[src/rtl/coord_stream_gen.sv]
`timescale 1ns/1ps
// Frame coordinate streamer: divides the view span into per-pixel steps once per
// frame, then walks the raster by accumulation and emits (x, y, re, im) beats.
module coord_stream_gen #(
   parameter int WORD_LENGTH   = 32,
   parameter int FRAC          = 28,
   parameter int SCREEN_WIDTH  = 640,
   parameter int SCREEN_HEIGHT = 480,
   parameter int ZOOM_W        = 5
) (
   input  logic                   clk,
   input  logic                   rst_n,
   input  logic                   start,
   input  logic [ZOOM_W-1:0]      zoom,
   input  logic [WORD_LENGTH-1:0] real_center,
   input  logic [WORD_LENGTH-1:0] imag_center,
   output logic                   busy,
   output logic                   out_valid,
   input  logic                   out_ready,
   output logic [10:0]            out_x,
   output logic [10:0]            out_y,
   output logic [WORD_LENGTH-1:0] out_real,
   output logic [WORD_LENGTH-1:0] out_imag,
   output logic                   out_last
);

   typedef enum logic [1:0] {IDLE, CALC, INIT, STREAM} state_t;

   localparam int CW = $clog2(WORD_LENGTH + 1);
   localparam logic [CW-1:0]        LAST_IT = CW'(WORD_LENGTH - 1);
   localparam logic [10:0]          X_MAX   = 11'(SCREEN_WIDTH - 1);
   localparam logic [10:0]          X_PEN   = 11'(SCREEN_WIDTH - 2);
   localparam logic [10:0]          Y_MAX   = 11'(SCREEN_HEIGHT - 1);
   localparam logic [WORD_LENGTH:0] DIV_W   = (WORD_LENGTH + 1)'(SCREEN_WIDTH);
   localparam logic [WORD_LENGTH:0] DIV_H   = (WORD_LENGTH + 1)'(SCREEN_HEIGHT);

   // (mult * one) >> z, formed two bits wider than a word before truncation
   function automatic logic [WORD_LENGTH-1:0] span(input int unsigned mult,
                                                   input logic [ZOOM_W-1:0] z);
      logic [WORD_LENGTH+1:0] base;
      base = (WORD_LENGTH + 2)'(mult) << FRAC;
      base = base >> z;
      return base[WORD_LENGTH-1:0];
   endfunction

   state_t                 state;
   logic [ZOOM_W-1:0]      zoom_q;
   logic [WORD_LENGTH-1:0] rc_q, ic_q, real_min;
   logic [CW-1:0]          it;
   // step_* hold the dividend at start and shift quotient bits in from the LSB
   logic [WORD_LENGTH-1:0] step_re, step_im, rem_re, rem_im;

   logic [WORD_LENGTH-1:0] rw_q, ih_q, real_lo, imag_hi;
   logic [WORD_LENGTH:0]   tr_re, tr_im;
   logic                   ge_re, ge_im;

   assign rw_q    = span(3, zoom_q);
   assign ih_q    = span(2, zoom_q);
   assign real_lo = rc_q - (rw_q >> 1);
   assign imag_hi = ic_q + (ih_q >> 1);

   assign tr_re = {rem_re, step_re[WORD_LENGTH-1]};
   assign tr_im = {rem_im, step_im[WORD_LENGTH-1]};
   assign ge_re = (tr_re >= DIV_W);
   assign ge_im = (tr_im >= DIV_H);

   always_ff @(posedge clk) begin
      if (!rst_n) begin
         state     <= IDLE;
         busy      <= 1'b0;
         out_valid <= 1'b0;
         out_last  <= 1'b0;
         out_x     <= '0;
         out_y     <= '0;
         out_real  <= '0;
         out_imag  <= '0;
         zoom_q    <= '0;
         rc_q      <= '0;
         ic_q      <= '0;
         real_min  <= '0;
         it        <= '0;
         step_re   <= '0;
         step_im   <= '0;
         rem_re    <= '0;
         rem_im    <= '0;
      end else begin
         case (state)
            IDLE: if (start) begin
               zoom_q  <= zoom;
               rc_q    <= real_center;
               ic_q    <= imag_center;
               it      <= '0;
               step_re <= span(3, zoom);
               step_im <= span(2, zoom);
               rem_re  <= '0;
               rem_im  <= '0;
               busy    <= 1'b1;
               state   <= CALC;
            end
            CALC: begin
               rem_re  <= ge_re ? WORD_LENGTH'(tr_re - DIV_W) : tr_re[WORD_LENGTH-1:0];
               rem_im  <= ge_im ? WORD_LENGTH'(tr_im - DIV_H) : tr_im[WORD_LENGTH-1:0];
               step_re <= {step_re[WORD_LENGTH-2:0], ge_re};
               step_im <= {step_im[WORD_LENGTH-2:0], ge_im};
               it      <= it + 1'b1;
               if (it == LAST_IT) state <= INIT;
            end
            INIT: begin
               real_min  <= real_lo;
               out_real  <= real_lo;
               out_imag  <= imag_hi;
               out_x     <= '0;
               out_y     <= '0;
               out_valid <= 1'b1;
               out_last  <= 1'b0;
               state     <= STREAM;
            end
            STREAM: if (out_valid && out_ready) begin
               if (out_x != X_MAX) begin
                  out_x    <= out_x + 1'b1;
                  out_real <= out_real + step_re;
                  out_last <= (out_x == X_PEN) && (out_y == Y_MAX);
               end else if (out_y != Y_MAX) begin
                  out_x    <= '0;
                  out_y    <= out_y + 1'b1;
                  out_real <= real_min;
                  out_imag <= out_imag - step_im;
               end else begin
                  out_valid <= 1'b0;
                  out_last  <= 1'b0;
                  busy      <= 1'b0;
                  state     <= IDLE;
               end
            end
            default: state <= IDLE;
         endcase
      end
   end

endmodule

[config.mk]
export PLATFORM = sky130hd
export DESIGN_NAME = coord_stream_gen
export DESIGN_NICKNAME = d
export VERILOG_FILES = /design/src/rtl/coord_stream_gen.sv
export SDC_FILE = /design/constraint.sdc
export NUM_CORES = 1
export LEC_CHECK = 0
export CAP_MARGIN = 20
export CORE_AREA = 2 2 187 189
export DETAILED_ROUTE_END_ITERATION = 7
export DIE_AREA = 0 0 189 191
export DONT_BUFFER_PORTS = 1
export PLACE_DENSITY_LB_ADDON = 0.3
export SKIP_CTS_REPAIR_TIMING = 1
export SYNTH_ARGS = -nofsm -noshare
export SYNTH_HDL_FRONTEND = slang
export SYNTH_SLANG_ARGS = --single-unit
[constraint.sdc]
create_clock -name clk -period 4.3 [get_ports clk]
set_input_delay 0.86 -clock clk [delete_from_list [all_inputs] [get_ports clk]]
set_output_delay 0.86 -clock clk [all_outputs]
set_load 0.02 [all_outputs]
; Word-level counts from Yosys, hierarchy flattened
; Index checks and enable logic that the tools add are counted.
[totals]
mem_count = 0
latchBits = 0
in_bits = 73
word_cells = 104
reg_bits = 326
ram_bits = 0
mem_bits_ro = 0
[classes]
n_mul = 0
div_mod_pow = 0
n_eq_ne = 16
add_sub_neg = 9
muxes = 42
bitwise = 0
reduce_logical = 14
shifts = 4
magnitude_cmp = 2
[op_table]
columns = cell, count
row1 = $pmux W32 S2, 6
row2 = $mux W32, 11
row3 = $shr A30 B5 Y32 const A, 4
row4 = $mux W11, 6
row5 = $pmux W11 S2, 2
row6 = $ge A33 B10 Y1 const B, 1
row7 = $ge A33 B9 Y1 const B, 1
row8 = $add A32 B31 Y32, 1
row9 = $add A32 B32 Y32, 1
row10 = $sub A32 B10 Y32 const B, 1
row11 = $sub A32 B31 Y32, 1
row12 = $sub A32 B32 Y32, 1
row13 = $sub A32 B9 Y32 const B, 1
row14 = $add A11 B1 Y11 const B, 2
row15 = $ne A2 B2 Y1 const B, 6
row16 = $pmux W6 S2, 1
row17 = $eq A11 B10 Y1 const B, 1
row18 = $eq A11 B9 Y1 const B, 1
row19 = $ne A11 B10 Y1 const B, 1
row20 = $ne A11 B9 Y1 const B, 1
row21 = $mux W2, 5
row22 = $reduce_and A5 Y1, 2
row23 = $pmux W2 S4, 1
row24 = $reduce_and A4 Y1, 2
row25 = other kinds (13), 27

; Depth between registers and ports, before layout
[depth]
word_depth = 5
depth_mapped = 15

; Least setup slack after synthesis
; Ideal clock, no wire load.
[synth_timing]
path_kind = reg-to-reg
startpoint = register zoom_q[1]
endpoint = register out_imag[16]
path_buffers = 0
arrival_time_ns = 3.313
slack_ns = 0.902
required_time_ns = 4.214
path_stages_with_launch = 16
setup_ns = 0.086
period_less_slack_ns = 3.398
path_cell_list = dfxtp_1 inv_1 ha_1 nand2_1 nor2_1 ha_1 fa_1 a211o_1 a21oi_1 o211ai_1 o31ai_1 nor2_1 a221oi_1 xnor2_1 nor2_1 a211oi_1
[synth_via]
elab_chain_cells = 3
[synth_lines]
columns = element, line_no
row1 = start: declaration, 47  ; logic [ZOOM_W-1:0] zoom_q;
row2 = start signal: assignment, 89  ; zoom_q <= zoom;
row3 = $shr A30 B5 Y32, 42  ; base = base >> z;
row4 = $add A32 B31 Y32, 60  ; assign imag_hi = ic_q + (ih_q >> 1);
row5 = $pmux W32 S2, 87  ; case (state)
row6 = end signal: assignment, 111  ; out_imag <= imag_hi;
row7 = end signal: assignment, 127  ; out_imag <= out_imag - step_im;
row8 = end: declaration, 23  ; output logic [WORD_LENGTH-1:0] out_imag,
; No other way between the ends.
; A chain may end at the register's enable or synchronous reset.

; Final worst setup path
; Same ends and word-level chain as after synthesis.

==> results by group <==
Synth
  – Yosys top cell area share: 0.317
  – Cell type contributing the most total cell area after synthesis: sky130_fd_sc_hd__dfxtp_1
  – Synthesized-area fraction occupied by and/or/nand/nor cells: 0.221
  – Net count of the mapped netlist: 2,903
  – Mux share of post-synthesis cell area: 0.0197
  – Syn Inst Count: 2,688
  – Post-Synthesis Cell Area: 20,600 um2
  – Predominant post-synthesis flop cell: sky130_fd_sc_hd__dfxtp_1
  – Adder-cell area share of the yosys netlist: 0.0878
  – Largest family of logic cells by synthesized area: compound AO/OA/AOI/OAI gates
  – Syn avg cell area: 7.65 um2
  – Share of the yosys chip area belonging to registers: 0.317
  – Share of flip-flops with an asynchronous set or reset: 0
  – Number of synthesized flops with an enable pin: 0
  – Cell types with the largest area share after synthesis: sky130_fd_sc_hd__dfxtp_1 32%, sky130_fd_sc_hd__ha_1 8.4%, sky130_fd_sc_hd__nand2_1 6.8%
  – List of most frequent post-synthesis cells: 372 x sky130_fd_sc_hd__nand2_1, 326 x sky130_fd_sc_hd__dfxtp_1, 306 x sky130_fd_sc_hd__nor2_1
  – Compound-Gate Fraction of Synth Area: 0.245
  – FF+latch count, synth: 326
  – XOR/XNOR Fraction of Synth Area: 0.0681
  – YS warnings: 0
  – Most repeated cell in the gate-level netlist after synthesis: sky130_fd_sc_hd__nand2_1
  – Number of unique standard cell types used by synthesis: 72

STA
  – Worst hold slack across all endpoints: 0.436 ns
  – Worst clock skew on the final layout: 0.0242 ns
  – Transition time at the pin with the least slew margin: 1.14 ns
  – Pins over their slew limit: 0
  – Final WS setup: 0.360 ns
  – Number of failing setup endpoints in the final timing report: 0
  – Final Critical Period: 3.94 ns
  – Fraction of the cycle the final worst path needs: 0.916
  – Maximum clock rate: 254 MHz
  – Final count of hold timing violations: 0
  – Worst rel slew slack: 0.234
  – Setup TNS: 0 ns
  – RSZ-0062 raised after global routing: false

Global route
  – Global-route wire length before repair: 97,800 um
  – Vias in the first global route: 17,783
  – Number of antenna violations at the first check in global routing: 0
  – Overall overflow remaining after global route: 0
  – Maximum number of pins on one net before global-route repair: 77
  – Global-route total usage across every layer: 0.338

Final layout
  – Count of antenna diodes in the layout: 0
  – Area used by multi-input combinational logic: 13,200 um2
  – Layout cells sized above 1: 0.0393
  – FF/Latch Area: 6530 um2
  – Synth-to-layout area growth: 6.57%
  – Net total in the final layout: 2,813
  – Fillcell total: 3,046
  – Final Cell Area: 21,900 um2

CTS
  – Maximum root-to-sink buffer count: 3
  – Clock H-tree levels: 2
  – Clock root buffer: sky130_fd_sc_hd__clkbuf_16
  – Clock sink count: 326
  – Clk_lat worst skew: 0.54 ns
  – Num CTS Buffers: 36
  – Reg clk slew, reported paths: 0.06 ns
  – CTS tree: yes

Min path
  – Hold Path Depth: 1
  – Type of the worst min-delay path: input pin to register

Drt
  – Routed via count: 19,733
  – Detailed Route Iter0 Violations: 2,354
  – Drt via density: 6.41
  – Routed length per placed instance: 20.5 um
  – DRC errors left: 2
  – Routed wire length: 63,000 um
  – 1st-pass router iterations: 8
  – Post-route ant nets: 0

Place
  – Setup WS pre-CTS: 0.477 ns
  – Post-detailed-placement cell area: 20,800 um2
  – HPWL after DPL: 46,700 um
  – Placer Congestion: 0.954
  – Number of input and output port buffers inserted: 0

Critical path
  – Setup CP Type: register to register
  – Endpoint required time on the critical path: 4.74 ns
  – Peak per-stage delay on the critical path: 0.47 ns
  – Depth of the worst register-to-register path: 15
  – Setup crit end kind: register
  – Crit path max fanout: 8
  – Critical path data arrival time: 4.38 ns
  – Library cell contributing the largest single delay on the critical path: sky130_fd_sc_hd__dfxtp_1
  – Startpoint class of the critical path: register
  – Crit-path most repeated cell: sky130_fd_sc_hd__nor2_1
  – Cell-by-cell listing of the critical path: inv_1 -> ha_1 -> nand2_1 -> nor2_1 -> ha_1 -> fa_1 -> a211o_1 -> a21oi_1 -> o211ai_1 -> o31ai_1 -> nor2_1 -> a221oi_1 -> xnor2_1 -> nor2_1 -> a211oi_1

Floorplan
  – Top Ports: 162
  – Floorplan row count: 68
  – Starting density of the core: 0.603
  – Overall die height: 191 um
  – Die area: 36,100 um2
  – Overall die width: 189 um
  – Core footprint: 34,100 um2

Pwr
  – Total power density per cell area: 713 nW/um2
  – Leakage power: 0.00870 uW
  – Peak ir drop on the vdd network: 0.418 mV

Run
  – Total of max-cap violations: 0

Run status
  – Violated checks: DRC
  – Result of the run: complete, but fails checks
## per-stage QoR
stage | instances | power [uW] | utilization
final | 3078 | 15600 | 0.643
after global routing | 3078 | 16600 | 0.643
after floorplan | 2688 | 10300 | -
after CTS | 3078 | 15400 | 0.643
after detailed placement | 3015 | 12400 | 0.610
after global placement | 3015 | 12300 | 0.610
## critical path, delay by kind of cell (launching register included)
family / cells / cell delay, ns
compound gates: 6 / 1.71
xor+xnor: 1 / 0.16
fa+ha+maj: 3 / 0.88
simple gates: 4 / 0.44
flops: 1 / 0.47
buf+inv: 1 / 0.18
## power breakdown
part / internal, uW / switching (uW)
sequential: 3550 / 981
combinational: 3040 / 5070
clock: 1740 / 1260
total: 8330 / 7310
## layout by cell type, fill, tap and decap left out, types with 9 or more instances in the layout
cell type,count
sky130_fd_sc_hd__nor2b_1,21
sky130_fd_sc_hd__nand3b_1,10
sky130_fd_sc_hd__and2_1,19
sky130_fd_sc_hd__a21oi_1,240
sky130_fd_sc_hd__or4_1,9
sky130_fd_sc_hd__ha_1,136
sky130_fd_sc_hd__xnor2_1,91
sky130_fd_sc_hd__clkbuf_1,13
sky130_fd_sc_hd__o211ai_1,41
sky130_fd_sc_hd__or3_1,18
sky130_fd_sc_hd__o21bai_1,14
sky130_fd_sc_hd__nand4_1,25
sky130_fd_sc_hd__a21o_1,53
sky130_fd_sc_hd__nand2_1,371
sky130_fd_sc_hd__xor2_1,69
sky130_fd_sc_hd__a22oi_1,32
sky130_fd_sc_hd__o21ai_0,152
sky130_fd_sc_hd__and3_1,33
sky130_fd_sc_hd__nand3_1,67
sky130_fd_sc_hd__buf_4,24
sky130_fd_sc_hd__nor3_1,63
sky130_fd_sc_hd__a222oi_1,52
sky130_fd_sc_hd__clkbuf_16,37
sky130_fd_sc_hd__o31ai_1,9
sky130_fd_sc_hd__a221oi_1,14
sky130_fd_sc_hd__inv_1,72
sky130_fd_sc_hd__nand2b_1,33
sky130_fd_sc_hd__a211oi_1,41
sky130_fd_sc_hd__nor4_1,15
sky130_fd_sc_hd__o21ai_1,17
sky130_fd_sc_hd__mux2i_1,36
sky130_fd_sc_hd__a31oi_1,22
sky130_fd_sc_hd__o21a_1,16
sky130_fd_sc_hd__dfxtp_1,326
sky130_fd_sc_hd__nor2_1,305
## state kept, by name, indices dropped and copies added (netlist names), 11 cells and up
signal,flops
ic_q,32
out_imag,32
out_real,32
out_x,11
out_y,11
rc_q,32
real_min,32
rem_im,32
rem_re,32
step_im,32
step_re,32
## worst paths after layout
path	startpoint	endpoint	slack [ns]
max	zoom_q[1]$_SDFFE_PN0P_	out_imag[16]$_SDFFE_PN0P_	0.36
min reg2reg	rc_q[23]$_SDFFE_PN0P_	rc_q[23]$_SDFFE_PN0P_	0.46
min	out_ready	out_valid$_SDFFE_PN0P_	0.44
max reg2reg	zoom_q[1]$_SDFFE_PN0P_	out_imag[16]$_SDFFE_PN0P_	0.36
## logic make-up after synthesis
kind of cell               after synthesis
and+or+nand+nor                       1015
AOI/OAI and AO/OA                      778
DFF                                    326
buffers and inverters                  227
xor gates and xnor gates               160
adders and majority gates              142
muxes                                   40
## routing by layer
metal / wire, um / track usage / vias to the layer above
met1: 28200 / 0.481 / 9306
li1: - / - / 9498
met5: 0 / 0 / -
met3: 5300 / 0.0562 / 99
met4: 1990 / 0.110 / 0
met2: 27400 / 0.521 / 830
## layout make-up
type / count / share of cell area
tap: 455 / 0.0260
multi-input combinational: 2135 / 0.603
clock buffer: 55 / 0.0476
inverter: 74 / 0.0129
clock inverter: 8 / 0.00354
sequential: 326 / 0.298
timing repair buffer: 25 / 0.00913
(Power assumes the default switching activity.)
